===== src/rtl/cpu_handshake_sender.sv =====
// CPU-side 4-phase send/ack initiator with a small write FIFO.
// Optional REQ timeout abort: define CPU_SENDER_TIMEOUT_EN.
module cpu_handshake_sender #(
  parameter int DATA_W         = 4,
  parameter int FIFO_DEPTH     = 4,
  parameter int CNT_W          = 8,
  parameter int TIMEOUT_CYCLES = 16
) (
  input  logic              clk,
  input  logic              rst,
  input  logic              wr_en,
  input  logic [DATA_W-1:0] wr_data,
  output logic              full,
  output logic              empty,
  output logic              overflow,
  output logic              send,
  output logic [DATA_W-1:0] data,
  input  logic              ack,
  output logic              busy,
  output logic [CNT_W-1:0]  sent_count,
  output logic              timeout_err
);

  localparam int AW = $clog2(FIFO_DEPTH);
  localparam logic [AW:0] DEPTH_C = (AW+1)'(FIFO_DEPTH);

  typedef enum logic [1:0] {
    IDLE,
    REQ,
    REL
  } state_t;

  state_t state;

  logic [DATA_W-1:0] mem [FIFO_DEPTH];
  logic [AW-1:0]     wr_ptr;
  logic [AW-1:0]     rd_ptr;
  logic [AW:0]       count;
  logic              push;
  logic              pop;

  assign full  = (count == DEPTH_C);
  assign empty = (count == '0);
  assign push  = wr_en && !full;
  assign pop   = (state == IDLE) && !empty;

  // Storage array; no reset needed, occupancy is tracked by count.
  always_ff @(posedge clk) begin
    if (push) mem[wr_ptr] <= wr_data;
  end

  // FIFO pointers, occupancy and the overflow pulse.
  always_ff @(posedge clk) begin
    if (rst) begin
      wr_ptr   <= '0;
      rd_ptr   <= '0;
      count    <= '0;
      overflow <= 1'b0;
    end else begin
      overflow <= wr_en && full;
      if (push) wr_ptr <= wr_ptr + 1'b1;
      if (pop)  rd_ptr <= rd_ptr + 1'b1;
      case ({push, pop})
        2'b10:   count <= count + 1'b1;
        2'b01:   count <= count - 1'b1;
        default: count <= count;
      endcase
    end
  end

`ifdef CPU_SENDER_TIMEOUT_EN
  localparam int TW = $clog2(TIMEOUT_CYCLES + 1);
  localparam logic [TW-1:0] TLAST = TW'(TIMEOUT_CYCLES - 1);

  logic [TW-1:0] tcnt;
  logic          aborted;
  logic          to_err;

  assign timeout_err = to_err;

  // Handshake FSM with REQ timeout; an aborted word is not counted.
  always_ff @(posedge clk) begin
    if (rst) begin
      state      <= IDLE;
      send       <= 1'b0;
      data       <= '0;
      busy       <= 1'b0;
      sent_count <= '0;
      tcnt       <= '0;
      aborted    <= 1'b0;
      to_err     <= 1'b0;
    end else begin
      to_err <= 1'b0;
      case (state)
        IDLE: begin
          if (!empty) begin
            data    <= mem[rd_ptr];
            send    <= 1'b1;
            busy    <= 1'b1;
            tcnt    <= '0;
            aborted <= 1'b0;
            state   <= REQ;
          end
        end
        REQ: begin
          if (ack) begin
            send  <= 1'b0;
            state <= REL;
          end else if (tcnt == TLAST) begin
            send    <= 1'b0;
            to_err  <= 1'b1;
            aborted <= 1'b1;
            state   <= REL;
          end else begin
            tcnt <= tcnt + 1'b1;
          end
        end
        REL: begin
          if (!ack) begin
            busy  <= 1'b0;
            state <= IDLE;
            if (!aborted) sent_count <= sent_count + 1'b1;
          end
        end
        default: state <= IDLE;
      endcase
    end
  end
`else
  // No counter is built; the timeout depth only matters when it is.
  assign timeout_err = (TIMEOUT_CYCLES < 0);

  // Handshake FSM: REQ waits for ack indefinitely.
  always_ff @(posedge clk) begin
    if (rst) begin
      state      <= IDLE;
      send       <= 1'b0;
      data       <= '0;
      busy       <= 1'b0;
      sent_count <= '0;
    end else begin
      case (state)
        IDLE: begin
          if (!empty) begin
            data  <= mem[rd_ptr];
            send  <= 1'b1;
            busy  <= 1'b1;
            state <= REQ;
          end
        end
        REQ: begin
          if (ack) begin
            send  <= 1'b0;
            state <= REL;
          end
        end
        REL: begin
          if (!ack) begin
            busy       <= 1'b0;
            sent_count <= sent_count + 1'b1;
            state      <= IDLE;
          end
        end
        default: state <= IDLE;
      endcase
    end
  end
`endif

endmodule

===== config.mk =====
export PLATFORM = sky130hd
export DESIGN_NAME = cpu_handshake_sender
export DESIGN_NICKNAME = d
export VERILOG_FILES = /design/src/rtl/cpu_handshake_sender.sv
export SDC_FILE = /design/constraint.sdc
export NUM_CORES = 1
export LEC_CHECK = 0
export BUFFER_PORTS_ARGS = -buffer_cell sky130_fd_sc_hd__buf_2
export CAP_MARGIN = 30
export CORE_MARGIN = 8
export CORE_UTILIZATION = 55
export DETAILED_ROUTE_END_ITERATION = 6
export PLACE_DENSITY = 0.87
export SETUP_SLACK_MARGIN = 0.4
export SLEW_MARGIN = 30
export SYNTH_ARGS = -nofsm -noshare
export SYNTH_HDL_FRONTEND = slang
export SYNTH_SLANG_ARGS = --single-unit

===== constraint.sdc =====
create_clock -name clk -period 2.5 [get_ports clk]
set_input_delay 0.5 -clock clk [delete_from_list [all_inputs] [get_ports clk]]
set_output_delay 0.5 -clock clk [all_outputs]
set_load 0.02 [all_outputs]

==> results of run 1 <==
repair_timing:
item,4_1_cts,5_1_grt
buffers inserted,1,2
endpoints found under the setup margin,1,1
cloned,0,0
pin swaps,0,5
hold endpoints to repair,0,0
gates resized for setup,6,7
hold buffers,0,0
worst max-delay path, delay by kind of cell (launching register included):
kind                     cells  cell delay [ns]
AO/OA/AOI/OAI                1             0.13
XOR/XNOR                     1             0.16
adder cells (fa/ha/maj)      2             0.46
buffers and inverters        1             0.05
flip-flops                   1             0.37
AND/OR/NAND/NOR              3             0.87
cells in the mapped netlist:
master,count,area share
buf_6,2,0.013
a21oi_1,16,0.045
mux4_2,4,0.051
dfxtp_1,24,0.27
o21ai_0,10,0.028
mux2i_1,1,0.0057
buf_2,3,0.0085
nand2b_1,2,0.0071
clkbuf_8,2,0.016
buf_1,1,0.0021
nand4_1,1,0.0035
a221oi_1,1,0.0050
and4bb_2,1,0.0071
a21o_1,2,0.0085
nor3b_1,3,0.013
o31ai_1,2,0.0085
and2_1,1,0.0035
nand2_1,6,0.013
or3_1,3,0.011
xnor2_1,3,0.015
or4_1,2,0.0085
nor2_1,8,0.017
ha_1,6,0.043
a311oi_1,1,0.0050
conb_1,1,0.0021
or2_2,1,0.0035
xor2_1,2,0.0099
or3b_2,1,0.0050
or3_2,3,0.013
a31o_2,1,0.0050
nand4bb_1,1,0.0064
nand3_1,6,0.017
fa_1,1,0.011
clkbuf_1,1,0.0021
edfxtp_1,16,0.27
and3_1,4,0.014
buf_4,1,0.0043
nor2b_1,1,0.0035
inv_1,10,0.021
layout by cell type, fill, tap and decap left out, types with 2 or more instances in the layout:
cell type,count
dfxtp_2,5
xnor2_1,3
xor2_1,2
buf_4,3
ha_1,5
a21oi_1,15
dfxtp_1,19
or3_2,3
o21ai_0,10
buf_2,24
clkbuf_4,5
clkbuf_8,2
nand2_1,5
mux4_2,4
or3_4,2
edfxtp_1,16
a21o_1,2
and3_1,4
nand2b_1,2
nand3_1,6
nor2_1,7
nor3b_1,3
or4_1,2
inv_1,10
o31ai_1,2
cell families after synthesis:
| group | after synthesis | synth area share |
|---|---|---|
| AO/OA/AOI/OAI | 33 | 0.106 |
| XOR/XNOR | 5 | 0.0248 |
| adder cells (fa/ha/maj) | 7 | 0.0539 |
| buffers and inverters | 20 | 0.0667 |
| flip-flops | 40 | 0.545 |
| multiplexers | 5 | 0.0567 |
| other | 1 | 0.00213 |
| AND/OR/NAND/NOR | 44 | 0.145 |
layout make-up:
| cell class | count | area, um^2 |
|---|---|---|
| fill | 232 | 1050 |
| timing repair buffer | 27 | 143 |
| tap | 44 | 55.1 |
| inverter | 10 | 37.5 |
| multi-input combinational | 95 | 732 |
| clock buffer | 8 | 68.8 |
| sequential | 40 | 967 |
layer usage:
metal	vias up	track usage	part of all wire
li1	601	-	-
met1	583	0.140	0.42
met2	36	0.208	0.51
met3	2	0.0440	0.065
met4	0	0.0778	0.0096
met5	-	0	0
flip-flops by register name (all words and copies together) (netlist names), 2 cells and up:
signal / flops
count: 3
mem: 16
rd_ptr: 2
sent_count: 8
data: 4
wr_ptr: 2
state: 2
path summary, 6_finish.rpt:
| check | startpoint | end | slack, ns | cells after the start |
|---|---|---|---|---|
| hold / removal | wr_data[0] | mem[3][0]$_DFFE_PP_ | 0.38 | 1 |
| setup reg to reg | count[2]$_SDFFE_PP0P_ | count[2]$_SDFFE_PP0P_ | 0.39 | 8 |
| setup / recovery | count[2]$_SDFFE_PP0P_ | count[2]$_SDFFE_PP0P_ | 0.39 | 8 |
| hold reg to reg | data[2]$_SDFFE_PP0P_ | data[2]$_SDFFE_PP0P_ | 0.48 | 2 |
power breakdown:
group / leakage [uW] / internal, uW / switching, uW
sequential: 0.000345 / 794 / 95.3
combinational: 0.000394 / 295 / 355
clock: 0.0000386 / 166 / 189
through the flow:
stage / power, uW / hold WS (ns) / area, um^2 / setup slack, ns
after CTS: 1850 / 0.365 / 1960 / 0.401
after detailed placement: 1470 / 0.466 / 1870 / 0.293
final: 1890 / 0.380 / 2000 / 0.394
after global routing: 2020 / 0.358 / 2000 / 0.332
after global placement: 1430 / 0.458 / 1870 / 0.414
after floorplan: 1350 / 0.459 / 1780 / 0.404
==> results.py, run 1 <==
metrics = {
    "sta": {
        "fin_worst_skew_ns": 0.0132,
        "finalCriticalPeriod_ns": 2.11,
        "final_max_slew_viol_count": 0,
        "rsz0062_at_grt": "yes",
        "hold_viol": 0,
        "fin_crit_sh": 0.843,
        "max_slew.worst_pin.slew_ns": 0.615,
        "setup_viol": 0,
        "relSlewSlack": 0.589,
        "fin_setup_tns_ns": 0,
        "max_freq_ghz": 0.475,
    },
    "clock_network": {
        "h-tree-depth": 2,
        "cts_made_buffers": 5,
        "clock_sinks": 40,
        "clkSlewWorstSetupHoldPaths_ns": 0.11,
        "cts_tree": "yes",
        "cts_root_buf": "clkbuf_4",
        "cts.path.max_buffers": 2,
        "clk_latency_ns": 0.33,
    },
    "yosys": {
        "synth.avg_cell_area_um2": 11.4,
        "synth_nets": 170,
        "syn_area_um2": 1760,
        "yosys_warnings": 0,
        "synthCells": 155,
        "yosysSeqAreaShare": 0.545,
        "yosys.cell_types.count": 39,
        "synth_seq_cells": 40,
    },
    "route": {
        "vias_per_cell": 5.46,
        "wirelength_mm": 3.21,
        "first_iter_violations": 69,
        "first_pass_iters": 4,
        "antenna_left": 0,
        "vias": 1222,
        "drcViolationCount": 0,
        "wl_per_cell_um": 14.3,
    },
    "placement": {
        "dp_hpwl_mm": 2.28,
        "gp_congestion": 0.758,
        "dp_cells": 213,
        "port_buffers": 24,
    },
    "global_route": {
        "first_global_vias": 1199,
        "grtUsageTotal": 0.128,
        "grt_max_degree": 26,
        "grt_pass1_wl_mm": 5.28,
        "antenna_found_initial": 0,
        "grt-ovfl-total": 0,
    },
    "floorplan": {
        "die-area_um2": 5280,
        "die_w_um": 72.6,
        "initial_core_util": 0.578,
        "ios": 26,
        "placementRows": 20,
        "fp.dieH_um": 72.6,
        "core_area_um2": 3050,
    },
    "critical_path": {
        "slowest_stage": "or3b_4",
        "critPathLaunchType": "register",
        "path_max_fanout": 4,
        "end_kind": "register",
        "arrival_ns": 2.37,
        "critPathMaxStageDelay_ns": 0.41,
        "worstPathRequired_ns": 2.76,
        "crit_path_cell_trace": "or3b_4, nand2_4, ha_4, inv_1, fa_2, xor2_1, or3_4, a21oi_2",
        "critical_path_class": "register to register",
    },
    "flow_run": {
        "cap_violations": 0,
    },
    "power_and_ir_drop": {
        "ir_worst_vdd_mv": 0.561,
        "powerDensity_nw_per_um2": 945,
        "p_leak_uw": 0.000777,
    },
    "layout": {
        "finalNonFillerCells": 224,
        "drive_gt1_frac": 0.317,
        "antenna_cells": 0,
        "syn_to_final_growth_pct": 13.5,
        "nets": 194,
        "final_core_util": 0.656,
    },
    "min_path": {
        "min_path_type": "input port to register",
    },
    "status": {
        "status": "complete, no violations",
    },
}
No activity file was read; power rests on OpenSTA's default activity.
==> run 2, diff against run 1 <==
- clock period: 2.5 -> 2.07 ns (I/O delays scaled with it)
==> run 2 against run 1 <==
Maximum frequency is 5.3% higher. Count of clock-buffer cells in the layout is 1 lower. Sequential cell count stayed put. Die area stayed put. Combinational power is 33% higher. Power is 20% higher. Non-clock buffer count is 6 higher.
==> results.py, run 2 (synthesis gave the netlist of run 1 again) <==
metrics = {
    "critical_path": {
        "r2r_cells": 8,
        "end_kind": "register",
        "path_max_fanout": 4,
        "rr_startpoint": "count[0]$_SDFFE_PP0P_",
        "cp_top_family": "simple AND/OR/NAND/NOR gates",
        "cp.depth": 8,
        "arrival_ns": 2.27,
        "slowest_stage": "or3b_4",
        "r2r_slack_ns": 0.07,
        "rr_endpoint": "count[2]$_SDFFE_PP0P_",
        "critical_path_class": "register to register",
        "path_buf_inv": 1,
        "critPathLaunchType": "register",
        "crit_path_cell_trace": "or3b_4, nand2_4, ha_4, inv_2, fa_2, xor2_1, or3_1, a21oi_1",
        "worstPathRequired_ns": 2.34,
        "critPathMaxStageDelay_ns": 0.42,
    },
    "placement": {
        "dp_hpwl_mm": 2.36,
        "gp_congestion": 0.767,
        "port_buffers": 24,
    },
    "sta": {
        "finalCriticalPeriod_ns": 2.00,
        "final_max_slew_viol_count": 0,
        "fin_crit_sh": 0.966,
        "rsz0062_at_grt": "yes",
        "max_slew.worst_pin.slew_ns": 0.532,
        "relSlewSlack": 0.644,
        "hold_viol": 0,
        "setup_viol": 0,
        "max_freq_ghz": 0.500,
        "fin_setup_tns_ns": 0,
        "fin_worst_skew_ns": 0.0133,
    },
    "global_route": {
        "antenna_found_initial": 0,
        "grt-ovfl-total": 0,
        "grt_max_degree": 26,
        "grtUsageTotal": 0.130,
        "grt_pass1_wl_mm": 5.36,
        "first_global_vias": 1215,
    },
    "clock_network": {
        "cts_made_buffers": 5,
        "h-tree-depth": 2,
        "ctsHoldBuffers": 0,
        "cts_tree": "yes",
        "clk_latency_ns": 0.34,
        "clock_sinks": 40,
        "clkSlewWorstSetupHoldPaths_ns": 0.11,
        "cts_root_buf": "clkbuf_4",
        "cts.path.max_buffers": 2,
    },
    "floorplan": {
        "die-area_um2": 5280,
        "ios": 26,
        "placementRows": 20,
        "initial_core_util": 0.578,
        "die_w_um": 72.6,
        "core_area_um2": 3050,
        "fp.dieH_um": 72.6,
    },
    "layout": {
        "drive_gt1_frac": 0.328,
        "final_common_cell": "buf_2",
        "top_regs": "mem (16), sent_count (8), data (4)",
        "top_register": "mem",
        "final_cell_mix": "buf_2 (22), dfxtp_1 (21), a21oi_1 (16), edfxtp_1 (16), o21ai_0 (10)",
        "final_core_util": 0.663,
        "largest_reg_flops": 16,
        "nets": 200,
        "syn_to_final_growth_pct": 14.8,
        "antenna_cells": 0,
    },
    "route": {
        "first_iter_violations": 89,
        "vias": 1227,
        "antenna_left": 0,
        "first_pass_iters": 4,
        "vias_per_cell": 5.33,
        "drcViolationCount": 0,
        "wl_per_cell_um": 13.9,
        "wirelength_mm": 3.19,
    },
    "min_path": {
        "hold_depth": 1,
        "holdCritStartpoint": "wr_data[2]",
        "min_to": "mem[0][2]$_DFFE_PP_",
        "min_path_type": "input port to register",
    },
    "power_and_ir_drop": {
        "powerDensity_nw_per_um2": 1120,
        "ir_worst_vdd_mv": 0.608,
        "p_leak_uw": 0.000791,
    },
    "flow_run": {
        "cap_violations": 0,
    },
    "status": {
        "status": "complete, no violations",
    },
}
==> run 2: cell count changes in the layout (fill, tap and decap cells not counted), moves of 2 or more <==
cell      before  now
inv_1         10    6
clkbuf_8       2    0
or3_1          1    3
buf_2         24   22
dfxtp_1       19   21
or3_4          2    0
buf_6          0    2
buf_4          3    9
inv_2          0    4
dfxtp_2        5    3
==> run 2: how the worst max path moves through the flow <==
| stage | startpoint | to |
|---|---|---|
| 2_1_floorplan | count[1]$_SDFFE_PP0P_ | count[2]$_SDFFE_PP0P_ |
| 3_3_place_gp | count[2]$_SDFFE_PP0P_ | count[2]$_SDFFE_PP0P_ |
| 3_5_place_dp | count[2]$_SDFFE_PP0P_ | count[2]$_SDFFE_PP0P_ |
| 4_1_cts | count[0]$_SDFFE_PP0P_ | count[2]$_SDFFE_PP0P_ |
| 5_1_grt | count[0]$_SDFFE_PP0P_ | count[2]$_SDFFE_PP0P_ |
| 6_report | count[0]$_SDFFE_PP0P_ | count[2]$_SDFFE_PP0P_ |
==> run 2: power by group <==
group          switching, uW  internal [uW]
sequential              86.3            955
combinational            463            401
clock                    227            131
total                    777           1490
==> run 2: layout make-up <==
| cell class | instances | area, um^2 |
|---|---|---|
| clock buffer | 7 | 45.0 |
| clock inverter | 1 | 3.75 |
| fill | 244 | 1030 |
| inverter | 10 | 37.5 |
| multi-input combinational | 95 | 718 |
| sequential | 40 | 965 |
| tap | 44 | 55.1 |
| timing repair buffer | 33 | 200 |
==> run 2: metrics by stage <==
stage / instances / area, um^2 / setup WS, ns / total power, uW / hold WS [ns]
detailed placement: 218 / 1920 / 0.0491 / 1870 / 0.466
global placement: 218 / 1920 / 0.142 / 1810 / 0.459
floorplan: 155 / 1800 / 0.0352 / 1660 / 0.463
global route: 230 / 2020 / 0.00716 / 2420 / 0.270
finish: 230 / 2020 / 0.0695 / 2260 / 0.288
CTS: 230 / 2020 / 0.0636 / 2270 / 0.271
==> run 2: timing repair <==
item | in CTS | in global routing
setup endpoints to repair | 4 | 9
buffers inserted | 4 | 0
pin swaps | 5 | 1
resized for setup | 8 | 2
==> run 2: per-layer routing <==
metal / up-vias / GRT usage / routed length, um
li1: 614 / - / -
met1: 578 / 0.134 / 1280
met2: 27 / 0.219 / 1640
met3: 8 / 0.0659 / 231
met4: 0 / 0.0533 / 42
met5: - / 0 / 0
